`src/rtl/sent_serial_msg_ctrl.sv`:
```
// rtl/sent_serial_msg_ctrl.sv - SENT short/enhanced serial message sequencer with bit-serial CRC
//
// Builds one SENT serial message (16 frames short, 18 frames enhanced) and hands
// the per-frame status nibble bits 3/2 to the SENT transmitter.
// Ports:
//   clk, reset            rising-edge clock, synchronous active-high reset
//   enable                start request, sampled in IDLE only
//   channel_format        0 short serial, 1 enhanced serial
//   config_bit            enhanced: 0 = 8-bit ID/12-bit data, 1 = 4-bit ID/16-bit data
//   id_4bit, id_8bit      message ID sources
//   data_short/12bit/16bit message data sources
//   frame_ack             transmitter consumed the current frame
//   frame_valid           status bits valid for frame_idx
//   status_bit3/2         status nibble bits for the current frame
//   frame_idx             current frame index, 0-based
//   busy                  message in progress (CALC or SEND)
//   msg_done              one-cycle pulse after the last frame is acked
module sent_serial_msg_ctrl (
  input  logic        clk,
  input  logic        reset,
  input  logic        enable,
  input  logic        channel_format,
  input  logic        config_bit,
  input  logic [3:0]  id_4bit,
  input  logic [7:0]  id_8bit,
  input  logic [7:0]  data_short,
  input  logic [11:0] data_12bit,
  input  logic [15:0] data_16bit,
  input  logic        frame_ack,
  output logic        frame_valid,
  output logic        status_bit3,
  output logic        status_bit2,
  output logic [4:0]  frame_idx,
  output logic        busy,
  output logic        msg_done
);

  localparam logic [1:0] ST_IDLE = 2'd0;
  localparam logic [1:0] ST_CALC = 2'd1;
  localparam logic [1:0] ST_SEND = 2'd2;
  localparam logic [1:0] ST_DONE = 2'd3;

  logic [1:0]  state;
  logic        fmt_q;
  logic        cfg_q;
  logic [3:0]  id4_q;
  logic [7:0]  id8_q;
  logic [7:0]  dshort_q;
  logic [11:0] d12_q;
  logic [15:0] d16_q;
  logic [5:0]  crc_q;
  logic [4:0]  bit_cnt;
  logic [4:0]  frame_idx_q;

  logic [3:0]  f1;
  logic [3:0]  f2;
  logic [11:0] enh_data;
  logic [17:0] enh_b3;
  logic [17:0] enh_b2;
  logic [11:0] short_in;
  logic [15:0] short_msg;
  logic [23:0] enh_in;
  logic        crc_din;
  logic        crc_fb;
  logic [5:0]  crc_nxt;
  logic [4:0]  calc_last;
  logic [4:0]  frame_last;
  logic        in_send;

  // Frame bit vectors are MSB-first: bit (17-k) belongs to frame k.
  assign f1        = cfg_q ? id4_q : id8_q[7:4];
  assign f2        = cfg_q ? d16_q[15:12] : id8_q[3:0];
  assign enh_data  = cfg_q ? d16_q[11:0] : d12_q;
  assign enh_b3    = {6'b111111, 1'b0, cfg_q, f1, 1'b0, f2, 1'b0};
  assign enh_b2    = {crc_q, enh_data};
  assign short_in  = {id4_q, dshort_q};
  assign short_msg = {short_in, crc_q[3:0]};

  // crc6 input stream: frames 6..17, bit3 then bit2 of each. Built from the
  // data fields directly so the CRC never feeds its own input.
  always_comb begin
    enh_in = '0;
    for (int i = 0; i < 12; i++) begin
      enh_in[23 - 2*i] = enh_b3[11 - i];
      enh_in[22 - 2*i] = enh_data[11 - i];
    end
  end

  assign crc_din = fmt_q ? enh_in[5'd23 - bit_cnt] : short_in[4'd11 - bit_cnt[3:0]];

  always_comb begin
    crc_nxt = '0;
    if (fmt_q) begin
      crc_fb  = crc_q[5] ^ crc_din;
      crc_nxt = {crc_q[4:0], 1'b0} ^ (crc_fb ? 6'b011001 : 6'b000000);
    end else begin
      crc_fb  = crc_q[3] ^ crc_din;
      crc_nxt = {2'b00, ({crc_q[2:0], 1'b0} ^ (crc_fb ? 4'b1101 : 4'b0000))};
    end
  end

  assign calc_last  = fmt_q ? 5'd23 : 5'd11;
  assign frame_last = fmt_q ? 5'd17 : 5'd15;

  always_ff @(posedge clk) begin
    if (reset) begin
      state       <= ST_IDLE;
      fmt_q       <= 1'b0;
      cfg_q       <= 1'b0;
      id4_q       <= '0;
      id8_q       <= '0;
      dshort_q    <= '0;
      d12_q       <= '0;
      d16_q       <= '0;
      crc_q       <= '0;
      bit_cnt     <= '0;
      frame_idx_q <= '0;
    end else begin
      case (state)
        ST_IDLE: begin
          if (enable) begin
            fmt_q       <= channel_format;
            cfg_q       <= config_bit;
            id4_q       <= id_4bit;
            id8_q       <= id_8bit;
            dshort_q    <= data_short;
            d12_q       <= data_12bit;
            d16_q       <= data_16bit;
            crc_q       <= channel_format ? 6'b010101 : 6'b000101;
            bit_cnt     <= '0;
            frame_idx_q <= '0;
            state       <= ST_CALC;
          end
        end
        ST_CALC: begin
          crc_q   <= crc_nxt;
          bit_cnt <= bit_cnt + 5'd1;
          if (bit_cnt == calc_last) begin
            frame_idx_q <= '0;
            state       <= ST_SEND;
          end
        end
        ST_SEND: begin
          if (frame_ack) begin
            if (frame_idx_q == frame_last) begin
              frame_idx_q <= '0;
              state       <= ST_DONE;
            end else begin
              frame_idx_q <= frame_idx_q + 5'd1;
            end
          end
        end
        default: state <= ST_IDLE;
      endcase
    end
  end

  assign in_send     = (state == ST_SEND);
  assign frame_valid = in_send;
  assign busy        = (state == ST_CALC) || in_send;
  assign msg_done    = (state == ST_DONE);
  assign frame_idx   = frame_idx_q;
  assign status_bit3 = in_send && (fmt_q ? enh_b3[5'd17 - frame_idx_q] : (frame_idx_q == 5'd0));
  assign status_bit2 = in_send && (fmt_q ? enh_b2[5'd17 - frame_idx_q]
                                         : short_msg[4'd15 - frame_idx_q[3:0]]);

endmodule

```
`config.mk`:
```
export PLATFORM = sky130hd
export DESIGN_NAME = sent_serial_msg_ctrl
export DESIGN_NICKNAME = d
export VERILOG_FILES = /design/src/rtl/sent_serial_msg_ctrl.sv
export SDC_FILE = /design/constraint.sdc
export NUM_CORES = 1
export LEC_CHECK = 0
export ABC_AREA = 1
export BUFFER_PORTS_ARGS = -buffer_cell sky130_fd_sc_hd__buf_4
export CORE_MARGIN = 4
export CORE_UTILIZATION = 45
export DETAILED_ROUTE_END_ITERATION = 10
export PLACE_DENSITY_LB_ADDON = 0.05
export SETUP_SLACK_MARGIN = 0.15
export SLEW_MARGIN = 10
export SYNTH_ARGS = -nofsm -noshare
export SYNTH_HDL_FRONTEND = slang
export SYNTH_SLANG_ARGS = --single-unit
```
`constraint.sdc`:
```
create_clock -name clk -period 2.05 [get_ports clk]
set_input_delay 0.1025 -clock clk [delete_from_list [all_inputs] [get_ports clk]]
set_output_delay 0.1025 -clock clk [all_outputs]
set_load 0.01 [all_outputs]
```
==> impl_metrics.yaml <==
outcome:
  status: "complete, but fails checks"
  violations: "setup timing"
cells_and_area:
  finish.utilization_pct: 64.2
  fillerInstances: 784
  final_layout_size_suffix_gt1_share_pct: 29.9
  layout.nets: 735
  antennaDiodeCount: 0
  area_growth_from_synthesis_to_final_layout_pct: 40.1
synth:
  syn_area_mm2: 0.00375
  postSynthRegisterBits: 68
  synth_nets: 640
  yosys_warns: 0
  ys_async_sr_fraction_pct: 0
  part_of_the_yosys_area_used_for_sequential_elements_pct: 36.3
  synth-xor-area-share_pct: 1.64
  synth_cell_types: 37
  postSynthCellCount: 575
  synth_flop_cell: "sky130_fd_sc_hd__dfxtp_1"
  synth_simple_gate_area_share_pct: 32.1
  compound_cell_area_share_of_the_yosys_netlist_pct: 18.6
  synth_area_per_cell_um2: 6.52
  synth-edff-count: 0
  dominant_combinational_cell_family_by_area_after_synthesis: "simple AND/OR/NAND/NOR gates"
  yosys.area.top_type_share_pct: 36.3
  post_synthesis_adder_cell_area_fraction_pct: 3.67
  yosys-mux-area-fraction_pct: 0.267
  post_synth_main_area_contributors: "sky130_fd_sc_hd__dfxtp_1 (36%), sky130_fd_sc_hd__nand2_1 (14%), sky130_fd_sc_hd__nor2_1 (10%), sky130_fd_sc_hd__o21ai_0 (9.5%), sky130_fd_sc_hd__inv_1 (4.0%)"
  yosys.area.top_type: "sky130_fd_sc_hd__dfxtp_1"
power:
  max_vdd_drop_v: 0.000484
  total_power_mw: 6.24
  power_per_cell_area_mw_per_mm2: 1190
  power.leakage_nw: 2.36
clocking:
  clk_pin_slew_worst_paths_ns: 0.08
  numCtsBuffers: 9
  clockRootBuffer: "sky130_fd_sc_hd__clkbuf_8"
  clock_latency_ns: 0.35
  clock_tree_from_tritoncts: "done"
  cts_buffer_depth: 2
  cts.htree.levels: 3
  cts.sinks: 68
detailed_routing:
  final_antenna_net_count: 0
  post_drt_via_cell_ratio: 5.34
  detail_route.wirelength_um: 12100
  detail_route.iter0.violations: 233
  vias: 4165
  routed_wire_length_per_instance_um: 15.6
  drc: 0
  firstDrtPassIters: 5
die:
  num_rows: 33
  fp.coreArea_mm2: 0.00818
  floorplan.die.height_um: 99.3
  boundaryPins: 64
  floorplan.die_area_mm2: 0.00985
  initial_utilization_pct: 45.9
  die-width_um: 99.3
flow_run:
  cap_viol_max_count: 0
critical_path:
  reg2reg_depth: 20
  register_to_register_path_setup_slack_ns: 0.08
  cp.required_ns: 1.95
  reg2reg_to: "crc_q[3]"
  cp-end-kind: "output port"
  arrival_ns: 1.98
  setup.worst_path.class: "register to output port"
  cp_max_fo: 6
  reg2reg_from: "cfg_q"
  crit_start_category: "register"
global_routing:
  overflow: 0
  grt_pass1_wl_um: 20000
  gr-usage-all-layers_pct: 25.2
  grt_start_max_net_pins: 45
  grt_pass1_vias: 4016
  antenna_violations_before_repair: 0
sta:
  final_hold_viol_count: 0
  post-route-min-period_ns: 2.09
  setup_ws_ns: -0.0364
  final_min_period_over_clock_period_pct: 102
  fin_worst_skew_ns: 0.00870
  grt_setup_unrepaired: "yes"
  max_clock_freq_mhz: 479
  finalSetupViolations: 2
  worst_pin_slew_ns: 0.610
  report.final.slew_viol_count: 0
  slew_headroom_pct: 59.3
min_path:
  holdPathEnd: "id8_q[4]"
  path_class_of_the_lowest_slack_min_delay_path: "input port to register"
  worstHoldStart: "id_8bit[4]"
  hold_path_depth: 3
placed_design:
  gpl.final_weighted_congestion: 0.947
  hpwlAfterDp_um: 8360
  io_buffer_count: 63
## layout make-up
| type | instances | area, um^2 | share of cell area [%] |
|---|---|---|---|
| Inverter | 46 | 193 | 3.67 |
| Clock buffer | 11 | 151 | 2.88 |
| Tap cell | 105 | 131 | 2.50 |
| Multi-Input combinational cell | 437 | 2400 | 45.8 |
| Clock inverter | 5 | 83.8 | 1.60 |
| Timing Repair inverter | 1 | 11.3 | 0.214 |
| Timing Repair Buffer | 107 | 892 | 17.0 |
| Sequential cell | 68 | 1380 | 26.4 |
## state kept, by name, summed over array words and instances (netlist names)
name       cells
frame_idx      5
dshort_q       8
id4_q          4
d12_q         12
state          2
id8_q          8
bit_cnt        5
cfg_q          1
d16_q         16
fmt_q          1
crc_q          6
## worst max-delay path, cell delays in order, from the launching register on
cell and delay, ns:
sky130_fd_sc_hd__dfxtp_4 0.42, sky130_fd_sc_hd__inv_4 0.07, sky130_fd_sc_hd__ha_4 0.25, sky130_fd_sc_hd__buf_4 0.14, sky130_fd_sc_hd__a21oi_1 0.13, sky130_fd_sc_hd__nand4_1 0.10, sky130_fd_sc_hd__nand3_1 0.09, sky130_fd_sc_hd__o21ai_1 0.06
sky130_fd_sc_hd__a21boi_1 0.18, sky130_fd_sc_hd__nor3_2 0.05, sky130_fd_sc_hd__buf_4 0.14
## per-stage QoR
step / std cells / setup TNS (ns) / worst slack (ns) / hold WS, ns / cell area (um^2)
after floorplan: 575 / 0 / 0.151 / 0.269 / 3770
after global placement: 740 / 0 / 0.0671 / 0.352 / 4440
after detailed placement: 740 / 0 / 0.0357 / 0.360 / 4440
after CTS: 778 / -0.0492 / -0.0420 / 0.000363 / 5080
after global routing: 780 / -0.482 / -0.146 / 0.00698 / 5250
final: 780 / -0.0563 / -0.0364 / 0.00407 / 5250
## what timing repair did
action,CTS,global route
hold endpoints to repair,13,0
hold buffers,12,0
buffers inserted,8,2
setup endpoints to repair,8,11
resized for setup,65,47
cloned,2,0
pin swaps,14,13
## Yosys cell counts (2+ instances only)
master,number
sky130_fd_sc_hd__a221oi_1,3
sky130_fd_sc_hd__o21ai_1,5
sky130_fd_sc_hd__dfxtp_1,68
sky130_fd_sc_hd__inv_1,40
sky130_fd_sc_hd__nand2_2,5
sky130_fd_sc_hd__nor2_2,2
sky130_fd_sc_hd__nand2_1,144
sky130_fd_sc_hd__nor2_1,104
sky130_fd_sc_hd__nand4_1,6
sky130_fd_sc_hd__clkbuf_1,18
sky130_fd_sc_hd__ha_1,11
sky130_fd_sc_hd__a31oi_1,5
sky130_fd_sc_hd__o211ai_1,2
sky130_fd_sc_hd__a22oi_1,4
sky130_fd_sc_hd__nand3_1,20
sky130_fd_sc_hd__nand3_2,3
sky130_fd_sc_hd__o21ai_0,71
sky130_fd_sc_hd__xnor2_1,2
sky130_fd_sc_hd__nor3_1,4
sky130_fd_sc_hd__a211oi_1,5
sky130_fd_sc_hd__xor2_1,5
sky130_fd_sc_hd__buf_2,5
sky130_fd_sc_hd__inv_2,5
sky130_fd_sc_hd__a21oi_1,25
## cells by family (layout without fill, tap and decap cells)
logic type / count (synthesis) / in the layout
and+or+nand+nor: 292 / 292
muxes: 1 / 1
adders and majority gates: 11 / 11
xor gates and xnor gates: 7 / 7
buffers and inverters: 70 / 170
DFF: 68 / 68
AOI/OAI and AO/OA: 126 / 126
## layer usage
metal	vias up	part of all wire (%)	track usage, %
met5	-	0	0
met4	0	1.1	7.77
met3	14	6.6	3.30
met2	161	46	41.5
met1	1920	46	34.6
li1	2070	-	-
## worst max-delay path by stage
stage                 start           end  slack [ns]
2_1_floorplan  frame_idx[1]   status_bit2        0.15
3_3_place_gp     bit_cnt[1]  frame_idx[4]        0.07
3_5_place_dp     bit_cnt[1]  frame_idx[4]        0.04
4_1_cts               cfg_q   status_bit2       -0.04
5_1_grt        frame_idx[0]   status_bit3       -0.15
6_report       frame_idx[1]   status_bit2       -0.04
## cell usage in the layout, fill, tap and decap left out, types with 12 or more instances in the layout
| cell type | count |
|---|---|
| sky130_fd_sc_hd__a21oi_1 | 21 |
| sky130_fd_sc_hd__nand2_2 | 20 |
| sky130_fd_sc_hd__dlygate4sd3_1 | 12 |
| sky130_fd_sc_hd__buf_4 | 87 |
| sky130_fd_sc_hd__nand3_1 | 15 |
| sky130_fd_sc_hd__nand2_1 | 124 |
| sky130_fd_sc_hd__dfxtp_1 | 58 |
| sky130_fd_sc_hd__inv_1 | 34 |
| sky130_fd_sc_hd__o21ai_0 | 63 |
| sky130_fd_sc_hd__nor2_1 | 100 |
## power by group
group,switching (mW),internal [mW]
Sequential,0.341,1.67
Clock,0.554,0.753
Combinational,1.71,1.21
Power figures use the tool's default switching activity.
